## src/rtl/tdo_serializer.sv

```systemverilog
// -----------------------------------------------------------------------------
// tdo_serializer
//
// Shifts a WIDTH-bit word out one bit per enabled tck edge and routes either
// that bit or a TAP-controller bit to the TDO pin.
//
// Build option:
//   TDO_SERIALIZER_MSB_FIRST_EN  defined   -> word is sent MSB first
//                                undefined -> word is sent LSB first (default)
//   Counter, done timing and the output mux are identical in both builds.
//
// Ports:
//   tck        in   clock, all state changes on the rising edge
//   trst_n     in   synchronous active-low reset (highest priority)
//   restart    in   synchronous clear of the serializer, active-high;
//                   the output mux is unaffected
//   enable     in   advance one bit per rising edge while high
//   in         in   [WIDTH] word to send; hold stable from first enabled edge
//                   until done
//   tap_bit    in   bit driven by the TAP controller
//   select_tap in   1 = tap_bit to tdo, 0 = ser_out to tdo
//   ser_out    out  registered serializer bit
//   done       out  registered, rises together with the last bit on ser_out
//   tdo        out  combinational mux output
//
// Pacing: there is no ready/acknowledge. Every rising edge with enable=1
// and done=0 consumes exactly one bit; enable=0 freezes all state, so a
// pause anywhere in the word loses nothing. After done the block holds
// until trst_n or restart.
// -----------------------------------------------------------------------------
module tdo_serializer #(
    parameter int WIDTH = 32
) (
    input  logic             tck,
    input  logic             trst_n,
    input  logic             restart,
    input  logic             enable,
    input  logic [WIDTH-1:0] in,
    input  logic             tap_bit,
    input  logic             select_tap,
    output logic             ser_out,
    output logic             done,
    output logic             tdo
);

    // Counter only has to reach WIDTH-1, it never wraps.
    localparam int CW = (WIDTH > 1) ? $clog2(WIDTH) : 1;
    localparam logic [CW-1:0] LAST = CW'(WIDTH - 1);

    logic [CW-1:0] bit_cnt;
    logic [CW-1:0] bit_cnt_d;
    logic [CW-1:0] bit_idx;
    logic          ser_d;
    logic          done_d;

    // Map the transmit position onto a bit index of the word.
`ifdef TDO_SERIALIZER_MSB_FIRST_EN
    assign bit_idx = LAST - bit_cnt;
`else
    assign bit_idx = bit_cnt;
`endif

    always_comb begin
        bit_cnt_d = bit_cnt;
        ser_d     = ser_out;
        done_d    = done;
        if (enable && !done) begin
            ser_d = in[bit_idx];
            // The last bit and done land on the same edge; the counter
            // saturates so ser_out keeps showing the final bit.
            if (bit_cnt == LAST) begin
                done_d = 1'b1;
            end else begin
                bit_cnt_d = bit_cnt + 1'b1;
            end
        end
    end

    always_ff @(posedge tck) begin
        if (!trst_n || restart) begin
            bit_cnt <= '0;
            ser_out <= 1'b0;
            done    <= 1'b0;
        end else begin
            bit_cnt <= bit_cnt_d;
            ser_out <= ser_d;
            done    <= done_d;
        end
    end

    assign tdo = select_tap ? tap_bit : ser_out;

endmodule

```

## config.mk

```make
export PLATFORM = sky130hd
export DESIGN_NAME = tdo_serializer
export DESIGN_NICKNAME = d
export VERILOG_FILES = /design/src/rtl/tdo_serializer.sv
export SDC_FILE = /design/constraint.sdc
export NUM_CORES = 1
export LEC_CHECK = 0
export CAP_MARGIN = 10
export CORE_MARGIN = 3
export CORE_UTILIZATION = 32
export CTS_CLUSTER_DIAMETER = 150
export CTS_CLUSTER_SIZE = 16
export DETAILED_ROUTE_END_ITERATION = 16
export GPL_ROUTABILITY_DRIVEN = 0
export GPL_TIMING_DRIVEN = 1
export PLACE_DENSITY_LB_ADDON = 0.3
export SLEW_MARGIN = 5
export SYNTH_ARGS = -nofsm -noshare
export SYNTH_HDL_FRONTEND = slang
export SYNTH_SLANG_ARGS = --single-unit
export TNS_END_PERCENT = 5
```

## constraint.sdc

```tcl
create_clock -name tck -period 3.6 [get_ports tck]
set_input_delay 0.54 -clock tck [delete_from_list [all_inputs] [get_ports tck]]
set_output_delay 0.54 -clock tck [all_outputs]
set_load 0.02 [all_outputs]
```

==> Yosys cells after proc, flatten, opt, wreduce, memory -nomap -nowiden <==
Index checks and enable logic that the tools add are counted.
{ "word_totals": {"register_bits": 7, "input_bits": 38, "output_inout_bits": 3, "word_cells": 16} }
{ "op_classes": {"n_addsub": 1, "n_lt_le_gt_ge": 1, "n_eq_ne": 1, "muxes": 3, "n_bitwise": 1, "n_reduce_logical": 6} }
{ "ops": {"columns": ["cell", "count"], "rows": [
  ["$lt 5x6->1 const B", 1],
  ["$add 5x1->5 const B", 1],
  ["$bmux 1 s5", 1],
  ["$eq 5x5->1 const B", 1],
  ["$reduce_and 2->1", 2],
  ["$logic_not 1->1", 2],
  ["$mux 1", 2],
  ["$logic_and 1x1->1", 1],
  ["$logic_or 1x1->1", 1],
  ["$not 1->1", 1]
]} }

==> Logic depth before layout (Yosys ltp) <==
{ "depth": {"ltp_word": 3, "ltp_mapped": 7, "mapped_depth_nobuf": 7} }

==> Worst setup path after synthesis <==
OpenSTA, ideal clock, no wires.
{ "synth_timing": {"path_type": "register to register", "from": "register bit_cnt[0]", "to": "register bit_cnt[3]", "setup_time_ps": 121, "arrival_ps": 1531, "required_ps": 3479, "slack_ps": 1948, "path_stages_with_launch": 8, "path_buffers": 0, "period_less_slack_ps": 1652, "path_cell_list": "dfxtp_1 > ha_1 > and3_1 > ha_1 > nor3b_2 > nand4_1 > xnor2_1 > nor2_1"} }
{ "synth_between": {"elab_chain_len": 3, "elab_cells_between_ends": 4, "cone_classes": "add/sub: 1; eq/ne: 1; bitwise: 1; reduce/logical: 1"} }
{ "synth_rtl": {"columns": ["element", "line", "source"], "rows": [
  ["start, declared", "50", "logic [CW-1:0] bit_cnt;"],
  ["start signal, assigned", "85", "bit_cnt <= bit_cnt_d;"],
  ["parallel branches: the longest is 3 deep, another holds $add 5x1->5", null, null]
]} }
Parallel ways; which one is timed is not known.
A chain may end at the register's enable or synchronous reset.

==> Worst setup path after layout <==
{ "layout_timing": {"from": "input select_tap", "to": "output tdo"} }
{ "layout_between": {"elab_chain_len": 1} }
{ "layout_rtl": {"columns": ["element", "line", "source"], "rows": [
  ["start, declared", "40", "input logic select_tap,"],
  ["$mux 1", "91", "assign tdo = select_tap ? tap_bit : ser_out;"],
  ["end, declared", "43", "output logic tdo"]
]} }
No other way between the ends.

==> results.sh <==
export IMPL_slew_violations=0
export IMPL_cts_buffers=3
export IMPL_crit_required_ns=3.06
export IMPL_synth_cell_area_um2=644.4
export IMPL_grtUsageTotal_pct=12.95
export IMPL_layout_commonest_cell="clkdlybuf4s50_1"
export IMPL_outcome="complete, no violations"
export IMPL_io_buffers=40
export IMPL_rows=15
export IMPL_final_cell_mix="40 x clkdlybuf4s50_1, 9 x nor2_1, 7 x mux2i_1, 7 x dfxtp_1"
export IMPL_rsz0062_at_grt="no"
export IMPL_ir_drop_mv=0.1323
export IMPL_worstSetupPathType="in -> out"
export IMPL_holdBufCountCts=0
export IMPL_antenna_found_initial=0
export IMPL_r2r_start="bit_cnt[1]$_SDFFE_PP0P_"
export IMPL_hold_worst_slack_ns=0.5410
export IMPL_syn_num_nets=104
export IMPL_drtIter0Drc=8
export IMPL_fin_crit_sh_pct=63.52
export IMPL_slew_headroom_pct=67.73
export IMPL_arrival_ns=1.75
export IMPL_fmax_mhz=437.3
export IMPL_p_leak_nw=0.3930
export IMPL_num_io_pins=41
export IMPL_via_per_inst=4.954
export IMPL_post_cts_resized=0
export IMPL_grt_pass1_wl_um=2511
export IMPL_critPathLaunchType="input pin"
export IMPL_vias=644
export IMPL_post_cts_buffers=0
export IMPL_hold_viol=0
export IMPL_dp_hpwl_um=1351
export IMPL_cts_root_buf="clkbuf_4"
export IMPL_clkTransAtPathRegs_ns=0.05
export IMPL_wirelength_um=1563
export IMPL_min_path_type="reg -> reg"
export IMPL_ant_nets=0
export IMPL_worstHoldEndpoint="done$_SDFFE_PP0P_"
export IMPL_worstPathMaxFanout=2
export IMPL_reg2regPathDepth=7
export IMPL_cp_end_kind="output pin"
export IMPL_period_needed_ns=2.287
export IMPL_synth_seq_cells=7
export IMPL_diodes=0
export IMPL_tns_ns=0
export IMPL_seq_area_frac_synth_pct=21.75
export IMPL_dieArea_um2=2588
export IMPL_clock_latency_ns=0.25
export IMPL_grt_pass1_vias=625
export IMPL_yosysUniqueCellTypes=26
export IMPL_reg2reg_to="bit_cnt[3]$_SDFFE_PP0P_"
export IMPL_nets=146
export IMPL_worstHoldStart="done$_SDFFE_PP0P_"
export IMPL_hold_path_depth=2
export IMPL_syn_inst=64
export IMPL_drt_wirelength_per_cell_um=12.02
export IMPL_overflow=0
export IMPL_pwr_density_cell_nw_per_um2=205.6
export IMPL_drive_above_1_share_pct=5.714
export IMPL_die_x_um=50.88
export IMPL_syn_area_per_cell_um2=10.07
export IMPL_initial_core_util_pct=35.40
export IMPL_yosys_warnings=0
export IMPL_cts_tree="built"
export IMPL_die_y_um=50.88
export IMPL_h_tree_depth=1
export IMPL_setup_violations=0
export IMPL_syn2layout_area_growth_pct=66.80
export IMPL_clock_sinks=7
export IMPL_cap_violations=0
export IMPL_dr_pass1_iters=4
export IMPL_clock_skew_ns=0.002449
export IMPL_coreArea_um2=1821
export IMPL_drc_errors=0
export IMPL_r2r_slack_ns=1.60
export IMPL_max_clock_path_buffers=2
export IMPL_grt_max_degree=13
export IMPL_tightest_slew_ns=0.4833
-- kinds of logic (layout without fill, tap and decap cells) --
logic type	Yosys count	in the layout	synth area share, %
xor+xnor	3	3	4.078
compound gates	11	11	11.84
flops	7	7	21.75
buf+inv	8	49	7.184
fa+ha+maj	2	2	3.883
mux	14	14	36.51
simple gates	19	19	14.76
-- worst max-delay path: stages --
cell and delay [ns]:
clkdlybuf4s50_1 0.47, nand2_1 0.05, o21ai_0 0.06, clkdlybuf4s50_1 0.63
-- layer usage --
layer / up-vias / global-route usage [%] / routed length [um]
met5: - / 0 / 0
met4: 0 / 5.381 / 18
met3: 2 / 5.248 / 145
met2: 28 / 22.61 / 810
met1: 289 / 13.72 / 589
li1: 325 / - / -
-- worst max-delay path by stage --
| stage | slack [ns] | cells after the start | from | end |
|---|---|---|---|---|
| finish | 1.31 | 4 | select_tap | tdo |
| global route | 1.20 | 4 | select_tap | tdo |
| CTS | 1.30 | 4 | select_tap | tdo |
| detailed placement | 1.30 | 4 | select_tap | tdo |
| global placement | 1.33 | 4 | select_tap | tdo |
| floorplan | 1.95 | 7 | bit_cnt[0]$_SDFFE_PP0P_ | bit_cnt[3]$_SDFFE_PP0P_ |
-- through the flow --
stage	setup slack [ns]	cells	utilization, %	cell area [um^2]	power (mW)
6_report	1.313	130	59.04	1075	0.2209
3_3_place_gp	1.328	126	57.59	1049	0.1514
4_1_cts	1.300	130	59.04	1075	0.2255
3_5_place_dp	1.300	126	57.59	1049	0.1531
5_1_grt	1.199	130	59.04	1075	0.2341
2_1_floorplan	1.948	64	-	644.4	0.1087
-- flip-flops by register name, summed over array words and instances, names as in the netlist --
| signal | cells |
|---|---|
| bit_cnt | 5 |
| done | 1 |
| ser_out | 1 |
-- synthesized netlist by cell type --
master,count,area [um^2]
dfxtp_1,7,140.1
nor2b_1,2,12.51
nor3_1,1,5.000
and3_1,1,6.260
mux4_2,1,22.52
ha_1,2,25.02
o21ai_0,1,5.000
xor2_1,1,8.760
nand3_1,1,5.000
mux4_1,5,131.4
nand4_1,1,6.260
nor3b_2,1,12.51
a2bb2oi_1,2,17.52
o211ai_1,2,15.01
xnor2_1,2,17.52
buf_2,1,5.000
mux2_2,1,11.26
nand2b_1,1,6.260
nand2_1,2,7.510
a31oi_1,3,18.77
a21oi_1,2,10.01
o211a_1,1,10.01
mux2i_1,7,70.07
nor2_1,9,33.78
inv_1,5,18.77
buf_6,2,22.52
-- where the power goes --
group	switching (mW)	leakage [nW]	internal [mW]
combinational	0.0167	0.321	0.0519
sequential	0.00330	0.0567	0.0790
clock	0.0278	0.0150	0.0422
total	0.0478	0.393	0.173
-- layout make-up --
type                       instances  area, um^2
sequential                         7       140.1
multi-input combinational         49       457.9
inverter                           5       18.77
clock buffer                       4       26.28
fill                             170       745.7
tap                               25       31.28
timing repair buffer              40       400.4
Power figures use the tool's default switching activity.
